==> config.mk <==
export PLATFORM = sky130hd
export DESIGN_NAME = baud_generator
export DESIGN_NICKNAME = d
export VERILOG_FILES = /design/src/rtl/baud_generator.sv
export SDC_FILE = /design/constraint.sdc
export NUM_CORES = 1
export LEC_CHECK = 0
export CAP_MARGIN = 15
export CORE_ASPECT_RATIO = 0.9
export CORE_UTILIZATION = 35
export CTS_CLUSTER_DIAMETER = 120
export DETAILED_ROUTE_END_ITERATION = 8
export GPL_ROUTABILITY_DRIVEN = 0
export PLACE_DENSITY = 0.61
export SKIP_CTS_REPAIR_TIMING = 1
export SYNTH_ARGS = -nofsm -noshare
export SYNTH_HDL_FRONTEND = slang
export SYNTH_SLANG_ARGS = --single-unit
export TNS_END_PERCENT = 5
==> constraint.sdc <==
create_clock -name clk -period 4.7 [get_ports clk]
set_input_delay 0.94 -clock clk [delete_from_list [all_inputs] [get_ports clk]]
set_output_delay 0.94 -clock clk [all_outputs]
set_load 0.01 [all_outputs]
==> src/rtl/baud_generator.sv <==
// Programmable UART baud-tick generator: one-cycle TX tick at the selected baud rate
// and one-cycle RX tick at OVERSAMPLE x that rate. Define BAUD_TX_FROM_RX_EN to phase-lock TX to RX.
module baud_generator #(
    parameter int unsigned CLK_FREQ   = 150_000_000,
    parameter int unsigned BAUD0      = 4800,
    parameter int unsigned BAUD1      = 19200,
    parameter int unsigned BAUD2      = 460800,
    parameter int unsigned BAUD3      = 921600,
    parameter int unsigned OVERSAMPLE = 16
) (
    input  logic       clk,
    input  logic       reset,
    input  logic [1:0] baud_sel,
    output logic       intx,
    output logic       inrx
);

    function automatic int unsigned max4(input int unsigned a, input int unsigned b,
                                         input int unsigned c, input int unsigned d);
        int unsigned m;
        m = a;
        if (b > m) m = b;
        if (c > m) m = c;
        if (d > m) m = d;
        return m;
    endfunction

    // Round-to-nearest divisors
    localparam int unsigned TX_DIV0 = (CLK_FREQ + BAUD0 / 2) / BAUD0;
    localparam int unsigned TX_DIV1 = (CLK_FREQ + BAUD1 / 2) / BAUD1;
    localparam int unsigned TX_DIV2 = (CLK_FREQ + BAUD2 / 2) / BAUD2;
    localparam int unsigned TX_DIV3 = (CLK_FREQ + BAUD3 / 2) / BAUD3;

    localparam int unsigned RX_DIV0 = (CLK_FREQ + OVERSAMPLE * BAUD0 / 2) / (OVERSAMPLE * BAUD0);
    localparam int unsigned RX_DIV1 = (CLK_FREQ + OVERSAMPLE * BAUD1 / 2) / (OVERSAMPLE * BAUD1);
    localparam int unsigned RX_DIV2 = (CLK_FREQ + OVERSAMPLE * BAUD2 / 2) / (OVERSAMPLE * BAUD2);
    localparam int unsigned RX_DIV3 = (CLK_FREQ + OVERSAMPLE * BAUD3 / 2) / (OVERSAMPLE * BAUD3);

    localparam int unsigned RX_MAX = max4(RX_DIV0, RX_DIV1, RX_DIV2, RX_DIV3);
    localparam int unsigned RX_W   = $clog2(RX_MAX);

    if (TX_DIV0 < 2 || TX_DIV1 < 2 || TX_DIV2 < 2 || TX_DIV3 < 2) begin : g_bad_tx_div
        $error("baud_generator: a TX divisor is below 2");
    end
    if (RX_DIV0 < 2 || RX_DIV1 < 2 || RX_DIV2 < 2 || RX_DIV3 < 2) begin : g_bad_rx_div
        $error("baud_generator: an RX divisor is below 2");
    end
    if (OVERSAMPLE < 2) begin : g_bad_os
        $error("baud_generator: OVERSAMPLE must be at least 2");
    end

    // Sel tracking: sel_vld_q marks that sel_q holds a sample taken while out of reset
    logic [1:0]      sel_q, sel_d;
    logic            sel_vld_q, sel_vld_d;
    logic            sel_chg_c;

    logic [RX_W-1:0] rx_cnt_q, rx_cnt_d;
    logic [RX_W-1:0] rx_term_c;
    logic            rx_wrap_c;
    logic            rx_tick_q, rx_tick_d;

    logic            tx_tick_q, tx_tick_d;

`ifdef BAUD_TX_FROM_RX_EN
    localparam int unsigned OS_W = $clog2(OVERSAMPLE);

    logic [OS_W-1:0] sub_cnt_q, sub_cnt_d;
    logic            sub_wrap_c;
`else
    localparam int unsigned TX_MAX = max4(TX_DIV0, TX_DIV1, TX_DIV2, TX_DIV3);
    localparam int unsigned TX_W   = $clog2(TX_MAX);

    logic [TX_W-1:0] tx_cnt_q, tx_cnt_d;
    logic [TX_W-1:0] tx_term_c;
    logic            tx_wrap_c;
`endif

    // Terminal-count selection; baud_sel is used directly since a change restarts the counters
    always_comb begin
        rx_term_c = RX_W'(RX_DIV0 - 1);
        case (baud_sel)
            2'b00:   rx_term_c = RX_W'(RX_DIV0 - 1);
            2'b01:   rx_term_c = RX_W'(RX_DIV1 - 1);
            2'b10:   rx_term_c = RX_W'(RX_DIV2 - 1);
            default: rx_term_c = RX_W'(RX_DIV3 - 1);
        endcase
    end

`ifndef BAUD_TX_FROM_RX_EN
    always_comb begin
        tx_term_c = TX_W'(TX_DIV0 - 1);
        case (baud_sel)
            2'b00:   tx_term_c = TX_W'(TX_DIV0 - 1);
            2'b01:   tx_term_c = TX_W'(TX_DIV1 - 1);
            2'b10:   tx_term_c = TX_W'(TX_DIV2 - 1);
            default: tx_term_c = TX_W'(TX_DIV3 - 1);
        endcase
    end
`endif

    // Next-state logic: a sel change clears every counter and suppresses that cycle's ticks
    always_comb begin
        sel_d     = baud_sel;
        sel_vld_d = 1'b1;
        sel_chg_c = sel_vld_q && (baud_sel != sel_q);

        rx_wrap_c = (rx_cnt_q >= rx_term_c);
        rx_cnt_d  = rx_wrap_c ? '0 : rx_cnt_q + RX_W'(1);
        rx_tick_d = rx_wrap_c;

`ifdef BAUD_TX_FROM_RX_EN
        sub_wrap_c = (sub_cnt_q == OS_W'(OVERSAMPLE - 1));
        sub_cnt_d  = sub_cnt_q;
        if (rx_wrap_c) begin
            sub_cnt_d = sub_wrap_c ? '0 : sub_cnt_q + OS_W'(1);
        end
        tx_tick_d  = rx_wrap_c && sub_wrap_c;
`else
        tx_wrap_c = (tx_cnt_q >= tx_term_c);
        tx_cnt_d  = tx_wrap_c ? '0 : tx_cnt_q + TX_W'(1);
        tx_tick_d = tx_wrap_c;
`endif

        if (sel_chg_c) begin
            rx_cnt_d  = '0;
            rx_tick_d = 1'b0;
            tx_tick_d = 1'b0;
`ifdef BAUD_TX_FROM_RX_EN
            sub_cnt_d = '0;
`else
            tx_cnt_d  = '0;
`endif
        end
    end

    always_ff @(posedge clk or negedge reset) begin
        if (!reset) begin
            sel_q     <= '0;
            sel_vld_q <= 1'b0;
            rx_cnt_q  <= '0;
            rx_tick_q <= 1'b0;
            tx_tick_q <= 1'b0;
        end else begin
            sel_q     <= sel_d;
            sel_vld_q <= sel_vld_d;
            rx_cnt_q  <= rx_cnt_d;
            rx_tick_q <= rx_tick_d;
            tx_tick_q <= tx_tick_d;
        end
    end

`ifdef BAUD_TX_FROM_RX_EN
    always_ff @(posedge clk or negedge reset) begin
        if (!reset) begin
            sub_cnt_q <= '0;
        end else begin
            sub_cnt_q <= sub_cnt_d;
        end
    end
`else
    always_ff @(posedge clk or negedge reset) begin
        if (!reset) begin
            tx_cnt_q <= '0;
        end else begin
            tx_cnt_q <= tx_cnt_d;
        end
    end
`endif

    assign intx = tx_tick_q;
    assign inrx = rx_tick_q;

endmodule

==> results.tsv <==
metric	value	unit
peak supply drop	0.130	mV
Slowest-stage cell, CP	o21ai_0	
Worst path max stage delay	0.59	ns
Post-DRT Antenna Nets	0	
Met3 Routed Length	90	µm
Pwr Total	0.685	mW
top cell family by delay on the critical path	simple AND/OR/NAND/NOR gates	
Pleak	1.05	nW
most frequent cells after synthesis	ha_1 (32), dfrtp_1 (31), nor2_1 (30)	
Post-synth EDFFs	0	
Worst Path Buf+Inv	2	
R2R cell count	7	
Final Hold Fails	0	
crit path capture type	flip-flop	
reg2reg start	rx_cnt_q[0]	
register area share after synthesis	0.387	
first-pass GRT wire length	6480	µm
cell area after synthesis	0.00200	mm²
RSZ-0062 raised after global routing	false	
grt total ovfl	0	
Unique masters post-synth	35	
post-layout net count	253	
# setup viols final	0	
kind of critical path	in -> reg	
vias in the first global route	1355	
cell taking the most area after synthesis	dfrtp_1	
GRT Util Overall	0.146	
Worst Path Required	4.91	ns
hold path startpoint	rx_cnt_q[0]	
Ys Warns	0	
antenna violations before repair	0	
Syn-to-layout area delta	11.4	%
Highest Signal Layer	met4	
Max-cap violations	0	
number of vias in the routed layout	1375	
fin crit period	3.77	ns
Hold Crit Class	reg -> reg	
DP Wirelength	2740	µm
final core occ	0.415	
dominant cells by area after synthesis	dfrtp_1 (39%), ha_1 (20%), xor2_1 (5.7%), nor2_1 (5.6%), xnor2_1 (4.4%)	
fmax	0.265	GHz
fraction of layout cells with a size suffix above 1	0.0688	
# fillers	527	
Chip Height	73.8	µm
placed cell areas	0.00213	mm²
share of the synthesized area in the top cell type	0.387	
buffers from clock root to sink, at most	2	
Arr. time, crit path	3.98	ns
Syn Area/Cell	9.72	µm²
Worst-Margin Slew	0.822	ns
Startpoint Class	input port	
Reg2Reg Setup Slack	2.67	ns
WL final	3630	µm
ys flop type	dfrtp_1	
largest net degree at the start of global routing	32	
I/O pin total	6	
CP Cell Sequence	clkdlybuf4s50_1 -> inv_1 -> ha_1 -> o21ai_0 -> ha_1 -> a211oi_1 -> nor2_1 -> nor3_2 -> nand4b_2 -> nor2_1	
CTS Buf Count	5	
Skew-Pair Late Insertion Delay	0.28	ns
DRT iter0 DRCs	48	
root buf cell	clkbuf_8	
DRT Pass-1 Iters	4	
syn nets	242	
metal2 WL	1450	µm
Slew Limit Fails	0	
drt via density	4.82	
synthesized flop and latch total	31	
status	complete, no violations	
ANT cells	0	
Hold Crit Depth	1	
pwr/cell area	307	mW/mm²
Die X	81.7	µm
Mapped Cells	206	
hold path endpoint	rx_cnt_q[0]	
Reg clk slew, reported paths	0.06	ns
Async S/R FF share, synth	1.00	
Relative slew margins	0.450	
Final TNS setup	0	ns
Core Area	0.00538	mm²
htree depth	2	
final instance area	0.00223	mm²
Critical Path Fanout Max	14	
routed len/inst	12.7	µm
Final Skew	0.00489	ns
TritonCTS clock tree	done	
M1 WL	2020	µm
port bufs	5	
Die ar.	0.00603	mm²
Final Cycle Share	0.802	
most common cell in the synthesized netlist	ha_1	
Remaining DRCs	0	
Initial Utilization	0.372	
Reg2Reg Capture Point	rx_cnt_q[6]	
Clock Sinks	31	
# rows	25	
Stages on worst setup path	10	
-- where the power goes --
group | internal, mW | switching, mW | total, mW
registers | 0.289 | 0.0275 | 0.317
logic | 0.0592 | 0.0770 | 0.136
clock network | 0.134 | 0.0978 | 0.231
total | 0.482 | 0.202 | 0.685
-- how the worst max path moves through the flow --
stage	startpoint	endpoint	slack, ns
2_1_floorplan	baud_sel[0]	tx_cnt_q[10]	1.74
3_3_place_gp	baud_sel[0]	tx_cnt_q[11]	0.74
3_5_place_dp	baud_sel[0]	tx_cnt_q[6]	0.59
4_1_cts	baud_sel[0]	tx_cnt_q[6]	0.89
5_1_grt	baud_sel[0]	tx_cnt_q[7]	0.60
6_report	baud_sel[0]	tx_cnt_q[6]	0.93
-- sequential cells by signal, summed over array words and instances (netlist names) --
name and cells:
inrx 1, intx 1, rx_cnt_q 11, sel_q 2, sel_vld_q 1, tx_cnt_q 15
-- cell usage in the layout (no fill, tap or decap), types with 2 or more instances in the layout --
master            n
a21oi_1          12
a31oi_1           2
and3_1            3
clkbuf_8          7
clkdlybuf4s50_1   5
dfrtp_1          31
ha_1             32
inv_1            12
nand2_1          10
nand2b_1          2
nand3_1          13
nand4_1           5
nor2_1           30
nor2b_1           4
o21ai_0           7
xnor2_1          10
xor2_1           13
-- cell families after synthesis --
logic type | Yosys count | synth area share
AND/OR/NAND/NOR | 79 | 0.209
adder cells (fa/ha/maj) | 32 | 0.200
flip-flops | 31 | 0.387
AO/OA/AOI/OAI | 26 | 0.0731
XOR/XNOR | 23 | 0.101
buffers and inverters | 14 | 0.0287
other | 1 | 0.00187
-- cell type report --
cell class / instances / area, µm² / share of cell area
clock buffers: 8 / 100 / 0.0448
inverters: 12 / 45.0 / 0.0202
multi-input cells: 161 / 1170 / 0.524
flip-flops and latches: 31 / 776 / 0.348
well taps: 67 / 83.8 / 0.0376
repair buffers: 6 / 57.6 / 0.0258
-- through the flow --
step                      setup slack [ns]  hold WS [ns]  std cells
after floorplan                       1.74         0.455        206
after global placement               0.738         0.479        277
after detailed placement             0.589         0.487        277
after CTS                            0.887         0.498        285
after global routing                 0.595         0.518        285
final                                0.931         0.494        285
-- routing by layer --
layer  up-vias  track usage
li1        730            -
met1       626        0.214
met2        11        0.195
met3         8       0.0410
met4         0       0.0643
met5         -            0
Power figures use the tool's default switching activity.
